===== config.mk =====
export PLATFORM = sky130hd
export DESIGN_NAME = pipe_ctrl_flat
export DESIGN_NICKNAME = d
export VERILOG_FILES = /design/src/rtl/pipe_ctrl_pkg.sv /design/src/rtl/pipe_ctrl_if.sv /design/src/rtl/pipe_ctrl_stall_timer.sv /design/src/rtl/pipe_ctrl.sv /design/src/flat_wrapper.sv
export SDC_FILE = /design/constraint.sdc
export NUM_CORES = 1
export LEC_CHECK = 0
export CORE_MARGIN = 2
export CORE_UTILIZATION = 50
export DETAILED_ROUTE_END_ITERATION = 8
export GPL_ROUTABILITY_DRIVEN = 0
export PLACE_DENSITY = 0.91
export SLEW_MARGIN = 0
export SYNTH_ARGS = -nofsm -noshare
export SYNTH_HDL_FRONTEND = slang
export SYNTH_SLANG_ARGS = --single-unit

===== constraint.sdc =====
create_clock -name sys_clk -period 5.79 [get_ports sys_clk]
set_clock_uncertainty 0.2 [all_clocks]
set_input_delay 0.579 -clock sys_clk [delete_from_list [all_inputs] [get_ports sys_clk]]
set_output_delay 0.579 -clock sys_clk [all_outputs]
set_load 0.02 [all_outputs]

===== src/rtl/pipe_ctrl_pkg.sv =====
`default_nettype none
// ============================================================================
// Module   : pipe_ctrl_pkg
// Brief    : Shared types and constants for the IF/ID/EX pipeline sequencer.
//            Sequencer state encoding, the NOP instruction the flushed
//            pipeline registers emit, and the default reset/trap vectors.
// Revision : 1.0 - initial release
// ============================================================================
package pipe_ctrl_pkg;

  // Sequencer states, 2-bit encoding
  typedef enum logic [1:0] {
    PC_ST_BOOT  = 2'd0,
    PC_ST_RUN   = 2'd1,
    PC_ST_STALL = 2'd2,
    PC_ST_FAULT = 2'd3
  } pc_state_t;

  // Instruction injected by if_id / id_ex when their flush strobe is high
  localparam logic [31:0] INST_NOP = 32'h0000_0013;

  // Default vectors used by the top-level parameters
  localparam logic [31:0] PC_RESET_ADDR_DFLT = 32'h0000_0000;
  localparam logic [31:0] PC_TRAP_ADDR_DFLT  = 32'h0000_0100;

endpackage : pipe_ctrl_pkg
`default_nettype wire


===== src/rtl/pipe_ctrl_if.sv =====
`default_nettype none
// ============================================================================
// Module   : pipe_ctrl_if
// Brief    : Request/command bundle between the pipeline sequencer and the
//            core. The sequencer uses the slave modport, the core (or a
//            testbench) the master modport.
//            Optional macro PIPE_CTRL_PERF_EN adds the performance counters.
// Revision : 1.0 - initial release
// ============================================================================
interface pipe_ctrl_if;

  // Requests from EX and the memory bus
  logic        ex_jump_en;
  logic [31:0] ex_jump_addr;
  logic        ex_hold_req;
  logic        bus_hold_req;

  // Commands towards the PC and the pipeline registers
  logic        pc_hold_en;
  logic        pc_load_en;
  logic [31:0] pc_load_addr;
  logic        if_id_flush;
  logic        id_ex_flush;
  logic        fault_o;

`ifdef PIPE_CTRL_PERF_EN
  logic [31:0] perf_stall_cycles;
  logic [31:0] perf_flush_events;
`endif

  // Sequencer side
  modport slave (
    input  ex_jump_en,
    input  ex_jump_addr,
    input  ex_hold_req,
    input  bus_hold_req,
    output pc_hold_en,
    output pc_load_en,
    output pc_load_addr,
    output if_id_flush,
    output id_ex_flush,
`ifdef PIPE_CTRL_PERF_EN
    output perf_stall_cycles,
    output perf_flush_events,
`endif
    output fault_o
  );

  // Core side
  modport master (
    output ex_jump_en,
    output ex_jump_addr,
    output ex_hold_req,
    output bus_hold_req,
    input  pc_hold_en,
    input  pc_load_en,
    input  pc_load_addr,
    input  if_id_flush,
    input  id_ex_flush,
`ifdef PIPE_CTRL_PERF_EN
    input  perf_stall_cycles,
    input  perf_flush_events,
`endif
    input  fault_o
  );

endinterface : pipe_ctrl_if
`default_nettype wire


===== src/rtl/pipe_ctrl_stall_timer.sv =====
`default_nettype none
// ============================================================================
// Module   : pipe_ctrl_stall_timer
// Brief    : Consecutive-stall counter with timeout compare. Counts every
//            cycle the PC is held, clears on request, saturates at
//            MAX_STALL and never wraps. o_expired flags the cycle whose
//            increment brings the count to MAX_STALL-1.
// Revision : 1.0 - initial release
// ============================================================================
module pipe_ctrl_stall_timer #(
  parameter int MAX_STALL = 1024,
  parameter int CNT_W     = $clog2(MAX_STALL + 1)
) (
  input  wire logic sys_clk,
  input  wire logic sys_rst,
  input  wire logic i_clr,
  input  wire logic i_inc,
  output logic      o_expired
);

  // Saturation value and the pre-increment count that triggers the timeout
  localparam logic [CNT_W-1:0] c_cnt_max  = CNT_W'(MAX_STALL);
  localparam logic [CNT_W-1:0] c_fault_at = CNT_W'(MAX_STALL - 2);

  logic [CNT_W-1:0] r_cnt;

  // Stall counter: clear wins over increment, holds at the saturation value
  always_ff @(posedge sys_clk) begin
    if (sys_rst) begin
      r_cnt <= '0;
    end else if (i_clr) begin
      r_cnt <= '0;
    end else if (i_inc && (r_cnt != c_cnt_max)) begin
      r_cnt <= r_cnt + CNT_W'(1);
    end
  end

  // Timeout only matters in a cycle that is itself a stall cycle
  assign o_expired = i_inc && (r_cnt >= c_fault_at);

endmodule : pipe_ctrl_stall_timer
`default_nettype wire


===== src/rtl/pipe_ctrl.sv =====
`default_nettype none
// ============================================================================
// Module   : pipe_ctrl
// Brief    : Pipeline sequencer for the 3-stage IF/ID/EX core. Merges EX
//            jump requests with EX/bus hold requests into PC hold/load
//            commands and per-stage flush strobes. A jump raised during a
//            stall is latched and replayed on release; a stall longer than
//            the timeout forces a trap load and sets a sticky fault flag.
//            All outputs are combinational from registered state + inputs.
//            Optional macro PIPE_CTRL_PERF_EN adds stall/flush counters.
// Revision : 1.0 - initial release
// ============================================================================
module pipe_ctrl
  import pipe_ctrl_pkg::*;
#(
  parameter logic [31:0] RESET_ADDR = PC_RESET_ADDR_DFLT,
  parameter logic [31:0] TRAP_ADDR  = PC_TRAP_ADDR_DFLT,
  parameter int          MAX_STALL  = 1024,
  parameter int          CNT_W      = $clog2(MAX_STALL + 1)
) (
  input  wire logic  sys_clk,
  input  wire logic  sys_rst,
  pipe_ctrl_if.slave if_pipe
);

  // Registered state
  pc_state_t   r_state;
  logic        r_pend;
  logic [31:0] r_pend_addr;
  logic        r_fault;

  // Next-state and command wires
  pc_state_t   w_state_nxt;
  logic        w_pend_nxt;
  logic [31:0] w_pend_addr_nxt;
  logic        w_hold;
  logic        w_cnt_clr;
  logic        w_cnt_inc;
  logic        w_expired;
  logic        w_hold_en;
  logic        w_load_en;
  logic [31:0] w_load_addr;
  logic        w_if_id_flush;
  logic        w_id_ex_flush;

  assign w_hold = if_pipe.ex_hold_req | if_pipe.bus_hold_req;

  pipe_ctrl_stall_timer #(
    .MAX_STALL (MAX_STALL),
    .CNT_W     (CNT_W)
  ) u_stall_timer (
    .sys_clk   (sys_clk),
    .sys_rst   (sys_rst),
    .i_clr     (w_cnt_clr),
    .i_inc     (w_cnt_inc),
    .o_expired (w_expired)
  );

  // State register, pending-jump latch and sticky fault flag
  always_ff @(posedge sys_clk) begin
    if (sys_rst) begin
      r_state     <= PC_ST_BOOT;
      r_pend      <= 1'b0;
      r_pend_addr <= '0;
      r_fault     <= 1'b0;
    end else begin
      r_state     <= w_state_nxt;
      r_pend      <= w_pend_nxt;
      r_pend_addr <= w_pend_addr_nxt;
      if (r_state == PC_ST_FAULT) begin
        r_fault <= 1'b1;
      end
    end
  end

  // Next-state and command decode; hold has priority over any jump
  always_comb begin
    w_state_nxt     = r_state;
    w_pend_nxt      = r_pend;
    w_pend_addr_nxt = r_pend_addr;
    w_cnt_clr       = 1'b0;
    w_cnt_inc       = 1'b0;
    w_hold_en       = 1'b0;
    w_load_en       = 1'b0;
    w_load_addr     = '0;
    w_if_id_flush   = 1'b0;
    w_id_ex_flush   = 1'b0;

    case (r_state)
      PC_ST_BOOT: begin
        w_load_en     = 1'b1;
        w_load_addr   = RESET_ADDR;
        w_if_id_flush = 1'b1;
        w_id_ex_flush = 1'b1;
        w_pend_nxt    = 1'b0;
        w_cnt_clr     = 1'b1;
        w_state_nxt   = PC_ST_RUN;
      end

      PC_ST_RUN, PC_ST_STALL: begin
        if (w_hold) begin
          // Freeze PC, bubble into ID; the instruction in ID stays put
          w_hold_en     = 1'b1;
          w_if_id_flush = 1'b1;
          w_cnt_inc     = 1'b1;
          if (if_pipe.ex_jump_en) begin
            w_pend_nxt      = 1'b1;
            w_pend_addr_nxt = if_pipe.ex_jump_addr;
          end
          if ((r_state == PC_ST_STALL) && w_expired) begin
            w_state_nxt = PC_ST_FAULT;
          end else begin
            w_state_nxt = PC_ST_STALL;
          end
        end else begin
          // Running (or release cycle): a live jump beats a latched one
          if (if_pipe.ex_jump_en) begin
            w_load_en     = 1'b1;
            w_load_addr   = if_pipe.ex_jump_addr;
            w_if_id_flush = 1'b1;
            w_id_ex_flush = 1'b1;
          end else if (r_pend) begin
            w_load_en     = 1'b1;
            w_load_addr   = r_pend_addr;
            w_if_id_flush = 1'b1;
            w_id_ex_flush = 1'b1;
          end
          w_pend_nxt  = 1'b0;
          w_cnt_clr   = 1'b1;
          w_state_nxt = PC_ST_RUN;
        end
      end

      PC_ST_FAULT: begin
        w_load_en     = 1'b1;
        w_load_addr   = TRAP_ADDR;
        w_if_id_flush = 1'b1;
        w_id_ex_flush = 1'b1;
        w_pend_nxt    = 1'b0;
        w_cnt_clr     = 1'b1;
        w_state_nxt   = PC_ST_RUN;
      end

      default: begin
        w_state_nxt = PC_ST_BOOT;
      end
    endcase
  end

  assign if_pipe.pc_hold_en   = w_hold_en;
  assign if_pipe.pc_load_en   = w_load_en;
  assign if_pipe.pc_load_addr = w_load_addr;
  assign if_pipe.if_id_flush  = w_if_id_flush;
  assign if_pipe.id_ex_flush  = w_id_ex_flush;
  // Fault is visible already in the trap cycle, then held by the register
  assign if_pipe.fault_o      = r_fault | (r_state == PC_ST_FAULT);

`ifdef PIPE_CTRL_PERF_EN
  logic [31:0] r_perf_stall;
  logic [31:0] r_perf_flush;

  // Free-running event counters, wrap modulo 2^32
  always_ff @(posedge sys_clk) begin
    if (sys_rst) begin
      r_perf_stall <= '0;
      r_perf_flush <= '0;
    end else begin
      if (w_hold_en) begin
        r_perf_stall <= r_perf_stall + 32'd1;
      end
      if (w_id_ex_flush) begin
        r_perf_flush <= r_perf_flush + 32'd1;
      end
    end
  end

  assign if_pipe.perf_stall_cycles = r_perf_stall;
  assign if_pipe.perf_flush_events = r_perf_flush;
`endif

endmodule : pipe_ctrl
`default_nettype wire


===== src/flat_wrapper.sv =====
// flat-port wrapper written by rule: the top's interface ports become plain ports
module pipe_ctrl_flat import pipe_ctrl_pkg::*;
#(
  parameter logic [31:0] RESET_ADDR = PC_RESET_ADDR_DFLT,
  parameter logic [31:0] TRAP_ADDR  = PC_TRAP_ADDR_DFLT,
  parameter int          MAX_STALL  = 1024,
  parameter int          CNT_W      = $clog2(MAX_STALL + 1)
)
  (sys_clk, sys_rst, if_pipe_ex_jump_en, if_pipe_ex_jump_addr, if_pipe_ex_hold_req, if_pipe_bus_hold_req, if_pipe_pc_hold_en, if_pipe_pc_load_en, if_pipe_pc_load_addr, if_pipe_if_id_flush, if_pipe_id_ex_flush, if_pipe_fault_o);
  pipe_ctrl_if if_pipe_i ();
  input  wire logic sys_clk;
  input  wire logic sys_rst;
  input wire logic [$bits(if_pipe_i.ex_jump_en)-1:0] if_pipe_ex_jump_en;
  input wire logic [$bits(if_pipe_i.ex_jump_addr)-1:0] if_pipe_ex_jump_addr;
  input wire logic [$bits(if_pipe_i.ex_hold_req)-1:0] if_pipe_ex_hold_req;
  input wire logic [$bits(if_pipe_i.bus_hold_req)-1:0] if_pipe_bus_hold_req;
  output wire logic [$bits(if_pipe_i.pc_hold_en)-1:0] if_pipe_pc_hold_en;
  output wire logic [$bits(if_pipe_i.pc_load_en)-1:0] if_pipe_pc_load_en;
  output wire logic [$bits(if_pipe_i.pc_load_addr)-1:0] if_pipe_pc_load_addr;
  output wire logic [$bits(if_pipe_i.if_id_flush)-1:0] if_pipe_if_id_flush;
  output wire logic [$bits(if_pipe_i.id_ex_flush)-1:0] if_pipe_id_ex_flush;
  output wire logic [$bits(if_pipe_i.fault_o)-1:0] if_pipe_fault_o;
  assign if_pipe_i.ex_jump_en = if_pipe_ex_jump_en;
  assign if_pipe_i.ex_jump_addr = if_pipe_ex_jump_addr;
  assign if_pipe_i.ex_hold_req = if_pipe_ex_hold_req;
  assign if_pipe_i.bus_hold_req = if_pipe_bus_hold_req;
  assign if_pipe_pc_hold_en = if_pipe_i.pc_hold_en;
  assign if_pipe_pc_load_en = if_pipe_i.pc_load_en;
  assign if_pipe_pc_load_addr = if_pipe_i.pc_load_addr;
  assign if_pipe_if_id_flush = if_pipe_i.if_id_flush;
  assign if_pipe_id_ex_flush = if_pipe_i.id_ex_flush;
  assign if_pipe_fault_o = if_pipe_i.fault_o;
  pipe_ctrl #(.RESET_ADDR(RESET_ADDR), .TRAP_ADDR(TRAP_ADDR), .MAX_STALL(MAX_STALL), .CNT_W(CNT_W)) u_core (.sys_clk(sys_clk), .sys_rst(sys_rst), .if_pipe(if_pipe_i));
endmodule

==> impl_metrics.py, run 1 <==
metrics = {
    "final_layout": {
        "stdcell_area_um2": 3240,
        "drive_gt1_share_pct": 5.39,
        "utilization_pct": 69.0,
        "seq_area_um2": 941,
        "fillers": 380,
        "area_growth_pct": 34.4,
        "multi_input_area_um2": 1340,
        "most-common-layout-cells": "nand2_1 (72), clkdlybuf4s50_1 (72), dfxtp_1 (47)",
        "antennaDiodeCount": 0,
        "nNetsFinal": 414,
    },
    "synth": {
        "synth_cell_types": 35,
        "synth_top_area_share_pct": 39.1,
        "synth_nets": 351,
        "syn-cell-area_um2": 2410,
        "ys_seq_elements": 47,
        "yosys.area.top_type": "dfxtp_1",
        "synth.avg_cell_area_um2": 7.85,
        "synth_edf_count": 0,
        "syn_inst": 307,
        "yosys_warnings": 0,
        "ys_seq_area_share_pct": 39.1,
        "async_reset_ff_share_pct": 0,
        "yosys_most_used_dff": "dfxtp_1",
        "synthTopCellsByArea": "dfxtp_1 (39%), mux2i_1 (13%), nand2_1 (11%)",
    },
    "clocking": {
        "cts_num_sinks": 47,
        "root_buffer": "clkbuf_8",
        "cts_max_level": 2,
        "cts.repair.resized": 0,
        "hold_buffers": 0,
        "cts_setup_buffers": 0,
        "clk_latency_ns": 0.29,
        "clock_path_buffers": 2,
        "cts_tree": "built",
        "clk_pin_slew_ns": 0.09,
        "cts_buffers": 5,
    },
    "drt": {
        "drc": 0,
        "firstDrtPassIters": 4,
        "ant_nets": 0,
        "wl_per_cell_um": 13.5,
        "vias": 2290,
        "drt-initial-drc-count": 104,
        "drt-total-wl_mm": 5.76,
        "via_per_inst": 5.39,
    },
    "global_route": {
        "grt_overflow_total": 0,
        "grt_pass1_wl_mm": 9.10,
        "grt.total_usage_pct": 21.5,
        "grt_pass1_vias": 2060,
        "grt_max_degree": 39,
        "antenna_found_initial": 0,
    },
    "job": {
        "drv_cap": 0,
    },
    "floorplanning": {
        "io_pins": 74,
        "rows": 25,
        "die_h_um": 73.4,
        "core_area_um2": 4690,
        "start_util_pct": 51.3,
        "die_x_um": 73.4,
        "dieArea_um2": 5390,
    },
    "timing": {
        "finalSetupViolations": 0,
        "max_freq_mhz": 278,
        "tightest_slew_ns": 0.976,
        "maxSlewHeadroom_pct": 34.9,
        "finalHoldViolCount": 0,
        "slew_violations": 0,
        "setup_ws_ns": 2.19,
        "fin_crit_sh_pct": 62.2,
        "tns_ns": 0,
        "min_period_ns": 3.60,
        "rsz0062_at_grt": "false",
    },
    "placement": {
        "place_ws_ns": 2.21,
        "portBuffers": 73,
        "dpl.hpwl_mm": 3.97,
        "dpl-instance-area_um2": 3120,
    },
    "worst_setup_path": {
        "end_kind": "primary output",
        "crit_fanout": 36,
        "cp.arrival_ns": 2.82,
        "crit_required_ns": 5.01,
        "path_class": "input pin to primary output",
        "start_kind": "input pin",
    },
    "status": {
        "outcome": "finished clean",
    },
    "power_and_ir_drop": {
        "p_leak_nw": 1.19,
        "ir_drop_uv": 194,
        "power_density_nw_per_um2": 268,
    },
    "min_path": {
        "hold_class": "register to register",
    },
}
area by class of cell:
type	count	share of cell area, %
tap	54	2.09
clock buffer	5	2.13
timing repair buffer	76	23.1
clock inverter	3	1.35
inverter	7	0.812
sequential	47	29.1
multi-input combinational	233	41.4
where the power goes:
group          leakage [nW]  switching, W  internal (W)  total [W]
logic                 0.752      0.000146      0.000105   0.000251
registers             0.382     0.0000186      0.000358   0.000377
clock network        0.0581      0.000110      0.000129   0.000239
total                  1.19      0.000275      0.000591   0.000867
kinds of logic after synthesis:
family	count (synthesis)	share of synthesized area, %
AOI/OAI and AO/OA	52	11.9
muxes	35	14.7
and+or+nand+nor	138	25.0
DFF	47	39.1
adders and majority gates	7	3.64
buffers and inverters	27	5.25
xor gates and xnor gates	1	0.364
per-stage QoR:
step | total power (W) | hold WS, ns | std cells
2_1_floorplan | 0.000554 | 0.234 | 307
3_3_place_gp | 0.000626 | 0.241 | 417
3_5_place_dp | 0.000635 | 0.247 | 417
4_1_cts | 0.000874 | 0.260 | 425
5_1_grt | 0.000915 | 0.273 | 425
6_report | 0.000867 | 0.256 | 425
critical path: stages:
cell,delay [ns]
buf_2,0.73
or2_2,0.27
nand4b_1,0.14
buf_4,0.27
nor2_1,0.19
clkdlybuf4s50_1,0.63
registers in the layout, summed over array words and instances (netlist names):
signal,count
u_core.r_pend_addr,32
u_core.r_state,2
u_core.r_pend,1
u_core.r_fault,1
u_core.u_stall_timer.r_cnt,11
cell usage after synthesis (all sizes together) (2+ instances only):
library cell and instances:
nor3 5, o31ai 3, or4 3, o211ai 2, mux2i 32, ha 7, nor2 35, nand4b 2
o21ai 5, inv 7, buf 16, or3 4, nor4 4, dfxtp 47, nand2 73, clkbuf 4
or2 2, mux2 3, a21oi 38, nand3 6
layer usage:
metal  vias up  global-route usage, %  share of wire [%]
li1       1165                      -                  -
met5         -                      0                  0
met3         9                   4.39                4.6
met4         0                   6.06                1.2
met1      1061                   26.1                 45
met2        55                   38.3                 49
path summary, 6_finish.rpt:
path | start | cells after the start | end | slack, ns
max | if_pipe_ex_jump_en | 6 | if_pipe_pc_load_addr[3] | 2.19
min | u_core.r_pend_addr[16]$_SDFFE_PP0P_ | 2 | u_core.r_pend_addr[16]$_SDFFE_PP0P_ | 0.26
max reg2reg | u_core.r_state[1]$_SDFF_PP0_ | 5 | u_core.u_stall_timer.r_cnt[10]$_SDFFE_PP0P_ | 3.53
min reg2reg | u_core.r_pend_addr[16]$_SDFFE_PP0P_ | 2 | u_core.r_pend_addr[16]$_SDFFE_PP0P_ | 0.26
Power figures use the tool's default switching activity.
==> inputs of run 2 (changes only) <==
--- a/config.mk
+++ b/config.mk
@@ -6,10 +6,10 @@
 export NUM_CORES = 1
 export LEC_CHECK = 0
 export CORE_MARGIN = 2
-export CORE_UTILIZATION = 50
+export CORE_UTILIZATION = 47
 export DETAILED_ROUTE_END_ITERATION = 8
 export GPL_ROUTABILITY_DRIVEN = 0
-export PLACE_DENSITY = 0.91
+export PLACE_DENSITY = 0.86
 export SLEW_MARGIN = 0
 export SYNTH_ARGS = -nofsm -noshare
 export SYNTH_HDL_FRONTEND = slang
==> constraint.sdc (replaced) <==
create_clock -name sys_clk -period 3.73 [get_ports sys_clk]
set_clock_uncertainty 0.2 [all_clocks]
set_input_delay 0.373 -clock sys_clk [delete_from_list [all_inputs] [get_ports sys_clk]]
set_output_delay 0.373 -clock sys_clk [all_outputs]
set_load 0.02 [all_outputs]
==> impl_metrics.py, run 2 (synthesized netlist as in run 1, its figures left out) <==
metrics = {
    "global_route": {
        "grt_overflow_total": 0,
        "grt.total_usage_pct": 20.1,
        "grt_pass1_vias": 2022,
        "grt_max_degree": 39,
        "grt_pass1_wl_mm": 8.80,
        "antenna_found_initial": 0,
    },
    "worst_setup_path": {
        "path_depth": 5,
        "max_stage_delay_ns": 0.60,
        "cp.arrival_ns": 2.38,
        "slowest_stage": "clkdlybuf4s50_1",
        "end_kind": "primary output",
        "crit_fanout": 11,
        "path_cells": "inv_1 > ha_1 > o21ai_1 > inv_1 > clkdlybuf4s50_1",
        "path_buf_inv": 3,
        "r2r_cells": 5,
        "crit_family": "buffers and inverters",
        "crit_required_ns": 3.16,
        "start_kind": "register",
        "path_class": "register to primary output",
        "cp_common_cell": "inv_1",
    },
    "final_layout": {
        "most-common-layout-cells": "nand2_1 (72), clkdlybuf4s50_1 (72), dfxtp_1 (47)",
        "antennaDiodeCount": 0,
        "reg_top3": "u_core.r_pend_addr (32), u_core.u_stall_timer.r_cnt (11), u_core.r_state (2)",
        "largest_reg_flops": 32,
        "drive_gt1_share_pct": 5.38,
        "regMostFlops": "u_core.r_pend_addr",
        "area_growth_pct": 36.4,
        "nNetsFinal": 415,
    },
    "clocking": {
        "clk_pin_slew_ns": 0.08,
        "cts_buffers": 5,
        "cts_setup_buffers": 0,
        "cts.repair.resized": 0,
        "cts_num_sinks": 47,
        "cts_max_level": 2,
        "cts_tree": "built",
        "clk_latency_ns": 0.30,
        "hold_buffers": 0,
        "clock_path_buffers": 2,
        "root_buffer": "clkbuf_8",
    },
    "timing": {
        "maxSlewHeadroom_pct": 34.3,
        "slew_violations": 0,
        "fin_crit_sh_pct": 79.1,
        "tns_ns": 0,
        "finalSetupViolations": 0,
        "tightest_slew_ns": 0.986,
        "rsz0062_at_grt": "false",
        "setup_ws_ns": 0.780,
        "finalHoldViolCount": 0,
        "timing.hold.ws_ns": 0.255,
        "min_period_ns": 2.95,
        "max_freq_mhz": 339,
    },
    "power_and_ir_drop": {
        "p_int_w": 0.000986,
        "power_density_nw_per_um2": 428,
        "pwr-share-seq_pct": 41.5,
        "power_frac_clock_pct": 30.8,
        "p_leak_nw": 1.20,
        "sw_frac_of_total_pct": 29.9,
        "ir_drop_uv": 316,
        "p_switching_w": 0.000420,
        "combPwrFrac_pct": 27.6,
    },
    "status": {
        "outcome": "finished clean",
    },
    "floorplanning": {
        "die_x_um": 75.6,
        "core_area_um2": 5010,
        "start_util_pct": 48.1,
        "dieArea_um2": 5710,
        "io_pins": 74,
        "rows": 26,
        "die_h_um": 75.6,
    },
    "drt": {
        "ant_nets": 0,
        "firstDrtPassIters": 5,
        "drt-total-wl_mm": 5.67,
        "vias": 2288,
        "via_per_inst": 5.18,
        "wl_per_cell_um": 12.8,
        "drt-initial-drc-count": 133,
        "drc": 0,
    },
    "placement": {
        "place_ws_ns": 0.858,
        "portBuffers": 73,
        "dpl.hpwl_mm": 3.96,
    },
    "job": {
        "drv_cap": 0,
    },
    "min_path": {
        "hold_class": "register to register",
        "whs_path_depth": 2,
    },
}
[run 2: changes by cell type in the layout (fill, tap and decap cells not counted)]
cell,delta
clkinv_4,-1
clkbuf_1,+1
clkinv_2,-1
bufinv_16,+1
buf_4,+1
[run 2: layout make-up]
type | count | area (µm²)
inverter | 7 | 26.3
clock inverter | 2 | 60.1
tap | 70 | 87.6
multi-input combinational | 233 | 1340
sequential | 47 | 941
fill | 444 | 1730
clock buffer | 6 | 72.6
timing repair buffer | 77 | 756
[run 2: final timing paths]
| check | from | end | slack (ns) |
|---|---|---|---|
| worst min register to register | u_core.r_pend_addr[6]$_SDFFE_PP0P_ | u_core.r_pend_addr[6]$_SDFFE_PP0P_ | 0.25 |
| worst max-delay path | u_core.r_state[0]$_SDFF_PP0_ | if_pipe_pc_hold_en | 0.78 |
| worst min-delay path | u_core.r_pend_addr[6]$_SDFFE_PP0P_ | u_core.r_pend_addr[6]$_SDFFE_PP0P_ | 0.25 |
| worst max register to register | u_core.r_state[1]$_SDFF_PP0_ | u_core.r_pend_addr[31]$_SDFFE_PP0P_ | 1.50 |
[run 2: per-layer routing]
layer | GRT usage (%) | wire (µm)
met1 | 24.9 | 2450
met2 | 34.2 | 2850
met3 | 3.84 | 318
met4 | 8.58 | 55
met5 | 0 | 0
[run 2: metrics by stage]
step / area, µm² / utilization (%) / instances / power (W)
finish: 3280 / 65.6 / 442 / 0.00141
global route: 3280 / 65.6 / 442 / 0.00149
CTS: 3280 / 65.6 / 442 / 0.00142
detailed placement: 3150 / 62.9 / 434 / 0.000986
global placement: 3150 / 62.9 / 434 / 0.000972
floorplan: 2410 / - / 307 / 0.000860
[run 2: tightest hold or removal path: stages (launching register included)]
cell and delay [ns]:
dfxtp_1 0.31, nand2_1 0.05, a21oi_1 0.05
[run 2: power groups by stage]
stage	sequential [W]	combinational [W]	clock (W)
floorplan	0.000589	0.000271	0
global placement	0.000592	0.000380	0
detailed placement	0.000596	0.000391	0
CTS	0.000584	0.000393	0.000445
global route	0.000591	0.000434	0.000464
finish	0.000584	0.000389	0.000433
